### src/rtl/f32_hex_pkg.sv
// rtl/f32_hex_pkg.sv - shared states, ASCII constants and helpers for the float hex streamer
package f32_hex_pkg;

  typedef enum logic [2:0] {
    IDLE = 3'd0,
    SIGN = 3'd1,
    EXPO = 3'd2,
    SEP  = 3'd3,
    MANT = 3'd4,
    FLAG = 3'd5
  } state_t;

  localparam logic [7:0] ASCII_NUL   = 8'h00;
  localparam logic [7:0] ASCII_PLUS  = 8'h2B;
  localparam logic [7:0] ASCII_MINUS = 8'h2D;
  localparam logic [7:0] ASCII_SPACE = 8'h20;
  localparam logic [7:0] ASCII_O     = 8'h4F;
  localparam logic [7:0] ASCII_U     = 8'h55;
  localparam logic [7:0] ASCII_COLON = 8'h3A;

  localparam int unsigned FRAME_LEN = 11;

  // Last digit index inside each multi-digit field (counter values)
  localparam logic [2:0] EXPO_LAST = 3'd1;
  localparam logic [2:0] MANT_LAST = 3'd5;

  function automatic logic [7:0] sign_char(input logic sign);
    return sign ? ASCII_MINUS : ASCII_PLUS;
  endfunction

  // Overflow wins over underflow when both are raised
  function automatic logic [7:0] flag_char(input logic ovf, input logic unf);
    if (ovf) return ASCII_O;
    if (unf) return ASCII_U;
    return ASCII_SPACE;
  endfunction

endpackage

### src/rtl/nibble_to_ascii.sv
// rtl/nibble_to_ascii.sv - combinational 4-bit to ASCII hex digit converter
module nibble_to_ascii #(
  parameter bit UPPERCASE = 1'b1
) (
  input  logic [3:0] nibble,
  output logic [7:0] ascii
);

  // Offset so that base + 10 lands on 'A' (0x41) or 'a' (0x61)
  localparam logic [7:0] LETTER_BASE = UPPERCASE ? 8'h37 : 8'h57;

  // Digits 0-9 map to '0'-'9'; 10-15 map to the selected letter case
  always_comb begin
    ascii = 8'h30 + {4'h0, nibble};
    if (nibble > 4'd9) begin
      ascii = LETTER_BASE + {4'h0, nibble};
    end
  end

endmodule

### src/rtl/f32_hex_streamer.sv
// rtl/f32_hex_streamer.sv - streams an IEEE-754 single as "+EE:MMMMMMF" characters
module f32_hex_streamer
  import f32_hex_pkg::*;
#(
  parameter bit         UPPERCASE = 1'b1,
  parameter logic [7:0] SEPARATOR = 8'h3A
) (
  input  logic        CLK,
  input  logic        RESET,
  input  logic        START,
  input  logic [31:0] VALUE,
  input  logic        OVERFLOW,
  input  logic        UNDERFLOW,
  output logic [7:0]  CHAR,
  output logic        CHAR_VALID,
  input  logic        CHAR_READY,
  output logic        BUSY,
  output logic        DONE
);

  state_t      state;
  logic [2:0]  digit_cnt;
  logic [31:0] value_q;
  logic        overflow_q;
  logic        underflow_q;

  logic        xfer;
  logic [23:0] mant_word;
  logic [3:0]  nib_sel;
  logic [7:0]  hex_char;

  assign xfer      = CHAR_VALID & CHAR_READY;
  assign mant_word = {1'b0, value_q[22:0]};

  // Pick the nibble of the character that follows the one currently offered
  always_comb begin
    nib_sel = 4'h0;
    case (state)
      SIGN: nib_sel = value_q[30:27];
      EXPO: nib_sel = value_q[26:23];
      SEP:  nib_sel = mant_word[23:20];
      MANT: begin
        case (digit_cnt)
          3'd0:    nib_sel = mant_word[19:16];
          3'd1:    nib_sel = mant_word[15:12];
          3'd2:    nib_sel = mant_word[11:8];
          3'd3:    nib_sel = mant_word[7:4];
          3'd4:    nib_sel = mant_word[3:0];
          default: nib_sel = 4'h0;
        endcase
      end
      default: nib_sel = 4'h0;
    endcase
  end

  nibble_to_ascii #(
    .UPPERCASE(UPPERCASE)
  ) u_hex (
    .nibble(nib_sel),
    .ascii (hex_char)
  );

  // Frame sequencer: CHAR is loaded one cycle ahead so every output stays registered
  always_ff @(posedge CLK) begin
    if (RESET) begin
      state       <= IDLE;
      digit_cnt   <= 3'd0;
      value_q     <= 32'h0;
      overflow_q  <= 1'b0;
      underflow_q <= 1'b0;
      CHAR        <= ASCII_NUL;
      CHAR_VALID  <= 1'b0;
      BUSY        <= 1'b0;
      DONE        <= 1'b0;
    end else begin
      DONE <= 1'b0;
      case (state)
        IDLE: begin
          if (START) begin
            value_q     <= VALUE;
            overflow_q  <= OVERFLOW;
            underflow_q <= UNDERFLOW;
            CHAR        <= sign_char(VALUE[31]);
            CHAR_VALID  <= 1'b1;
            BUSY        <= 1'b1;
            digit_cnt   <= 3'd0;
            state       <= SIGN;
          end
        end
        SIGN: begin
          if (xfer) begin
            CHAR      <= hex_char;
            digit_cnt <= 3'd0;
            state     <= EXPO;
          end else begin
            // Refresh from the captured sign; the value is identical while stalled
            CHAR <= sign_char(value_q[31]);
          end
        end
        EXPO: begin
          if (xfer) begin
            if (digit_cnt == EXPO_LAST) begin
              CHAR      <= SEPARATOR;
              digit_cnt <= 3'd0;
              state     <= SEP;
            end else begin
              CHAR      <= hex_char;
              digit_cnt <= digit_cnt + 3'd1;
            end
          end
        end
        SEP: begin
          if (xfer) begin
            CHAR      <= hex_char;
            digit_cnt <= 3'd0;
            state     <= MANT;
          end
        end
        MANT: begin
          if (xfer) begin
            if (digit_cnt == MANT_LAST) begin
              CHAR      <= flag_char(overflow_q, underflow_q);
              digit_cnt <= 3'd0;
              state     <= FLAG;
            end else begin
              CHAR      <= hex_char;
              digit_cnt <= digit_cnt + 3'd1;
            end
          end
        end
        FLAG: begin
          if (xfer) begin
            CHAR       <= ASCII_NUL;
            CHAR_VALID <= 1'b0;
            BUSY       <= 1'b0;
            DONE       <= 1'b1;
            digit_cnt  <= 3'd0;
            state      <= IDLE;
          end
        end
        default: begin
          CHAR_VALID <= 1'b0;
          BUSY       <= 1'b0;
          digit_cnt  <= 3'd0;
          state      <= IDLE;
        end
      endcase
    end
  end

endmodule

### config.mk
export PLATFORM = sky130hd
export DESIGN_NAME = f32_hex_streamer
export DESIGN_NICKNAME = d
export VERILOG_FILES = /design/src/rtl/f32_hex_pkg.sv /design/src/rtl/nibble_to_ascii.sv /design/src/rtl/f32_hex_streamer.sv
export SDC_FILE = /design/constraint.sdc
export NUM_CORES = 1
export LEC_CHECK = 0
export BUFFER_PORTS_ARGS = -buffer_cell sky130_fd_sc_hd__buf_4
export CAP_MARGIN = 5
export CELL_PAD_IN_SITES_DETAIL_PLACEMENT = 0
export CELL_PAD_IN_SITES_GLOBAL_PLACEMENT = 1
export CORE_MARGIN = 10
export CORE_UTILIZATION = 28
export CTS_BUF_LIST = sky130_fd_sc_hd__clkbuf_16
export CTS_CLUSTER_DIAMETER = 150
export CTS_CLUSTER_SIZE = 24
export DETAILED_ROUTE_END_ITERATION = 8
export MAX_ROUTING_LAYER = met4
export PLACE_DENSITY_LB_ADDON = 0.1
export SLEW_MARGIN = 10
export SYNTH_ARGS = -nofsm -noshare
export SYNTH_HDL_FRONTEND = slang
export SYNTH_SLANG_ARGS = --single-unit
### constraint.sdc
create_clock -name CLK -period 3.6 [get_ports CLK]
set_input_delay 0.54 -clock CLK [delete_from_list [all_inputs] [get_ports CLK]]
set_output_delay 0.54 -clock CLK [all_outputs]
set_load 0.02 [all_outputs]
# Yosys cells after proc, flatten, opt, wreduce, memory -nomap -nowiden
# Index checks and enable logic that the tools add are counted.
# W data, S select, Z words.
dict set report classes {
  n_reduce_logical 11
  n_lt_le_gt_ge 1
  add_sub_neg 3
  n_eq_ne 19
  n_bitwise 3
  n_mux 48
}
# op n
set op_table {}
lappend op_table {{$mux W8} 13}
lappend op_table {{$pmux W8 S6} 1}
lappend op_table {{$mux W3} 15}
lappend op_table {{$pmux W4 S5} 1}
lappend op_table {{$pmux W3 S6} 1}
lappend op_table {{$ne A2 B2 Y1 const B} 8}
lappend op_table {{$pmux W4 S4} 1}
lappend op_table {{$add A6 B4 Y7 const A} 2}
lappend op_table {{$mux W1} 14}
lappend op_table {{$eq A3 B2 Y1 const B} 4}
lappend op_table {{$eq A3 B3 Y1 const B} 4}
lappend op_table {{$pmux W3 S4} 1}
lappend op_table {{$reduce_and A8 Y1} 1}
lappend op_table {{$eq A3 B1 Y1 const B} 2}
lappend op_table {{$logic_not A3 Y1} 2}
lappend op_table {{$reduce_and A6 Y1} 1}
lappend op_table {{$reduce_bool A6 Y1} 1}
lappend op_table {{$gt A4 B4 Y1 const B} 1}
lappend op_table {{$reduce_and A4 Y1} 1}
lappend op_table {{$reduce_or A4 Y1} 1}
lappend op_table {{$add A3 B1 Y3 const B} 1}
lappend op_table {{$pmux W1 S3} 1}
lappend op_table {{$reduce_and A3 Y1} 1}
lappend op_table {{$reduce_or A3 Y1} 1}
lappend op_table {{5 further kinds} 6}
dict set report totals {
  in_bits 38
  register_bits 50
  elab_cells 93
  out_inout_bits 11
}

# Depth between registers and ports, before layout
dict set report depth {
  depth_word 15
  ltp_mapped 16
}

# Hierarchy
# From an unflattened synthesis, not the netlist that was laid out.
dict set report unflattened {
  cells_unflattened 350
  area_unflattened_um2 2752.6
}
# module cells_per_inst area_each_um2 instances
set modules_own_cells {}
lappend modules_own_cells {f32_hex_streamer 335 2632.5 1}
lappend modules_own_cells {nibble_to_ascii 15 120.1 1}

# Worst setup path before layout
# Ideal clock, no wire load.
dict set report synth_timing {
  path_kind {reg-to-reg}
  from {reg digit_cnt[1]}
  to {reg CHAR[5]}
  period_less_slack_ns 2.956
  t_arrival_ns 2.868
  setup_time_ns 0.088
  setup_slack_ns 0.644
  path_stages_with_launch 15
  required_ns 3.512
  n_path_buf 2
  path_cell_list {dfxtp_1 > buf_2 > buf_2 > and2_1 > ha_1 > a22oi_1 > o21ai_0 > a21oi_1 > ha_1 > nor2_1 > a311o_1 > o221ai_2 > a31oi_4 > o211a_1 > nor4_2}
}
dict set report synth_via {
  elab_chain_len 8
  word_cells_on_any_way 19
}
# element line
set synth_lines {}
lappend synth_lines {{start, declared} f32_hex_streamer.sv:22} ;# logic [2:0] digit_cnt;
lappend synth_lines {{start signal, assigned} f32_hex_streamer.sv:108} ;# digit_cnt <= digit_cnt + 3'd1;
lappend synth_lines {{start signal, assigned} f32_hex_streamer.sv:127} ;# digit_cnt <= digit_cnt + 3'd1;
lappend synth_lines {{$eq A3 B3 Y1 (tied with other cells)} f32_hex_streamer.sv:43} ;# case (digit_cnt)
lappend synth_lines {{$pmux W4 S5} f32_hex_streamer.sv:43}
lappend synth_lines {{$pmux W4 S4} f32_hex_streamer.sv:38} ;# case (state)
lappend synth_lines {{$add A6 B4 Y7 (tied with other cells)} nibble_to_ascii.sv:14} ;# ascii = 8'h30 + {4'h0, nibble};
lappend synth_lines {{$mux W8} nibble_to_ascii.sv:15} ;# if (nibble > 4'd9) begin
lappend synth_lines {{$mux W8, on equally long branches} {f32_hex_streamer.sv:121, f32_hex_streamer.sv:102}}
lappend synth_lines {{$mux W8, on equally long branches} {f32_hex_streamer.sv:120, f32_hex_streamer.sv:101}}
lappend synth_lines {{$pmux W8 S6 (*)} f32_hex_streamer.sv:77} ;# case (state)
lappend synth_lines {{end signal, assigned} f32_hex_streamer.sv:83} ;# CHAR <= sign_char(VALUE[31]);
lappend synth_lines {{end signal, assigned} f32_hex_streamer.sv:122} ;# CHAR <= flag_char(overflow_q, underflow_q);
lappend synth_lines {{end signal, assigned} f32_hex_streamer.sv:126} ;# CHAR <= hex_char;
lappend synth_lines {{end, declared} f32_hex_streamer.sv:14} ;# output logic [7:0] CHAR,
# Every way passes the cells marked *; elsewhere a longest branch is shown, timed or not. The select of a mux whose other input is x is not followed.
# A chain may end at the register's enable or synchronous reset.

# Worst setup path in the final report
dict set report layout_timing {
  from {reg digit_cnt[2]}
  to {reg CHAR[5]}
}
# The elaborated chain is that of the path after synthesis.

==> reports/qor.yml <==
core_area_sq_um: 9200
floorplan.initialDensity_pct: 28.6
numClockSinks: 49
drc_errors: 0
cts_max_path_buffers: 2
final_cells: 498
ys.warnings.count: 0
finClkSkew_ns: 0.00467
max_slew_margin_pct: 56.0
cpLargestDelayFamily: "compound AO/OA/AOI/OAI gates"
ant_nets: 0
fin_crit_ns: 3.29
yosys-top-cells-area: "dfxtp_1, nand2_1, a21oi_1"
ys.flop_type: "dfxtp_1"
synth_top_family_by_area: "compound AO/OA/AOI/OAI gates"
cp_max_fo: 15
hpwl_mm: 5.88
synth_area_sq_um: 2630
dr.pass1.iters: 4
rows: 35
htreeDepth: 2
crit_buf_inv: 1
cp_data_arrival_time_ns: 3.50
layout-drive-gt1-share_pct: 17.8
reg2reg_slack_ns: 0.31
drv_cap: 0
leakage_nw: 1.25
synth_most_common_cell: "nand2_1"
clk_latency_ns: 0.29
antenna_cells: 0
fp.dieH_um: 117
hold_violations: 0
wirelength_mm: 8.08
cts_setup_buffers: 0
tns_ns: 0
rsz0062_at_grt: "false"
cts_buffers: 5
synth.avg_cell_area_sq_um: 7.49
io_buffers: 47
crit_path_end_kind: "register"
crit_required_ns: 3.81
synth.area.mux_share_pct: 3.00
via_per_inst: 5.02
clk_pin_slew_ns: 0.07
cts_tree: "built"
power.total_mw: 1.48
slew_violations: 0
peakVddDrop_mv: 0.210
power_density_nw_per_um2: 463
place_ws_ns: 0.375
synth_cell_types: 53
seq_area_frac_synth_pct: 37.3
setup_slack_ns: 0.311
grt_usage_pct: 12.2
placed_cells: 490
synth_adder_area_share_pct: 1.81
pin_count: 49
fmax_mhz: 304
nNetsFinal: 427
grt_pass1_vias: 2512
syn2layout_area_growth_pct: 21.7
synth_xor_area_share_pct: 1.00
routabilityCongestion: 0.905
grt_remaining_overflow: 0
finalSetupViolations: 0
max_stage_delay_ns: 0.62
synthTopCellsByCount: "nand2_1, a21oi_1, dfxtp_1, nor2_1, clkbuf_1"
cts-root-buf: "clkbuf_16"
path_common_cell: "ha_1"
avgRoutedWirePerCell_um: 16.2
synthSimpleGateAreaFrac_pct: 25.1
die_area_sq_um: 13700
grt_pass1_wl_mm: 13.0
netlist_instances: 351
post-route-period-util_pct: 91.4
slowest_stage: "dfxtp_1"
async_flop_share_pct: 0
startpoint_type: "register"
synth_compound_area_share_pct: 26.3
outcome: "finished, final reports clean"
syn_nets: 392
hp-class: "register to register"
cts_hold_buf: 0
worst-setup-path-type: "register to register"
yosysTopAreaCellShare_pct: 37.3
drt_iter0_markers: 73
synth_edf_count: 0
crit_chain: "inv_1, ha_1, a22oi_1, o21ai_0, a21oi_2, ha_1, nor2_1, a311o_1, o221ai_2, a31oi_4, o211a_1, nor4_2"
die_x_um: 117
synth.ff_latch_count: 49
antenna_found_initial: 0
yosysTopAreaCell: "dfxtp_1"
cts-resized-gates: 0
grt_max_degree: 51
tightestPinTransition_ns: 0.660
via_count: 2500
per-layer routing:
metal | routed length [um] | up-vias | global-route usage [%]
met1 | 3990 | 1167 | 16.0
li1 | - | 1288 | -
met3 | 218 | 6 | 2.40
met5 | 0 | - | -
met2 | 3790 | 39 | 18.7
met4 | 88 | 0 | 3.38
worst min-delay path: stages, from the launching register on:
cell and delay, ns:
dfxtp_1 0.31, nand2_1 0.05, a21oi_1 0.05
sequential cells by signal (all words and copies together), names as in the netlist:
register,cells
DONE,1
BUSY,1
digit_cnt,3
value_q,32
state,3
underflow_q,1
CHAR,7
overflow_q,1
cell families (layout without fill, tap and decap cells):
group | Yosys count | after routing
AO/OA/AOI/OAI | 110 | 110
AND/OR/NAND/NOR | 145 | 145
other | 1 | 1
adder cells (fa/ha/maj) | 4 | 4
XOR/XNOR | 3 | 3
multiplexers | 7 | 7
buffers and inverters | 32 | 68
flip-flops | 49 | 49
report_power, final:
group | internal [mW] | switching (mW) | total [mW]
Clock | 0.256 | 0.209 | 0.465
Combinational | 0.148 | 0.219 | 0.368
Sequential | 0.598 | 0.0499 | 0.648
final timing paths:
| path | start | endpoint | cells after the start |
|---|---|---|---|
| setup / recovery | digit_cnt[2] | CHAR[5] | 12 |
| hold / removal | value_q[16] | value_q[16] | 2 |
| setup reg to reg | digit_cnt[2] | CHAR[5] | 12 |
| hold reg to reg | value_q[16] | value_q[16] | 2 |
cell type report:
class | count | area [sq um]
Clock buffer | 5 | 125
Fill cell | 1005 | 6000
Tap cell | 111 | 139
Clock inverter | 3 | 17.5
Timing Repair Buffer | 54 | 405
Inverter | 6 | 22.5
Multi-Input combinational cell | 270 | 1510
Sequential cell | 49 | 981
through the flow:
| stage | hold slack (ns) | area, sq um | utilization [%] |
|---|---|---|---|
| 3_3_place_gp | 0.442 | 3050 | 33.2 |
| 4_1_cts | 0.458 | 3200 | 34.8 |
| 5_1_grt | 0.479 | 3200 | 34.8 |
| 6_report | 0.457 | 3200 | 34.8 |
| 3_5_place_dp | 0.447 | 3050 | 33.2 |
| 2_1_floorplan | 0.432 | 2630 | - |
layout by cell type, fill, tap and decap left out, types with 3 or more instances in the layout:
cell and count:
dfxtp_1 49, ha_1 3, buf_4 54, inv_1 6
o31ai_1 3, clkbuf_16 5, nand3_1 4, nor2b_1 5
xnor2_1 3, a211oi_1 3, mux2i_1 3, a21oi_1 56
nand2_1 79, nor3b_1 4, o21a_1 4, o22ai_1 5
and2_1 3, nor2_1 26, nand3b_1 7, o21ai_0 11
nor3_1 7, a22oi_1 7
No activity file was read; power rests on OpenSTA's default activity.
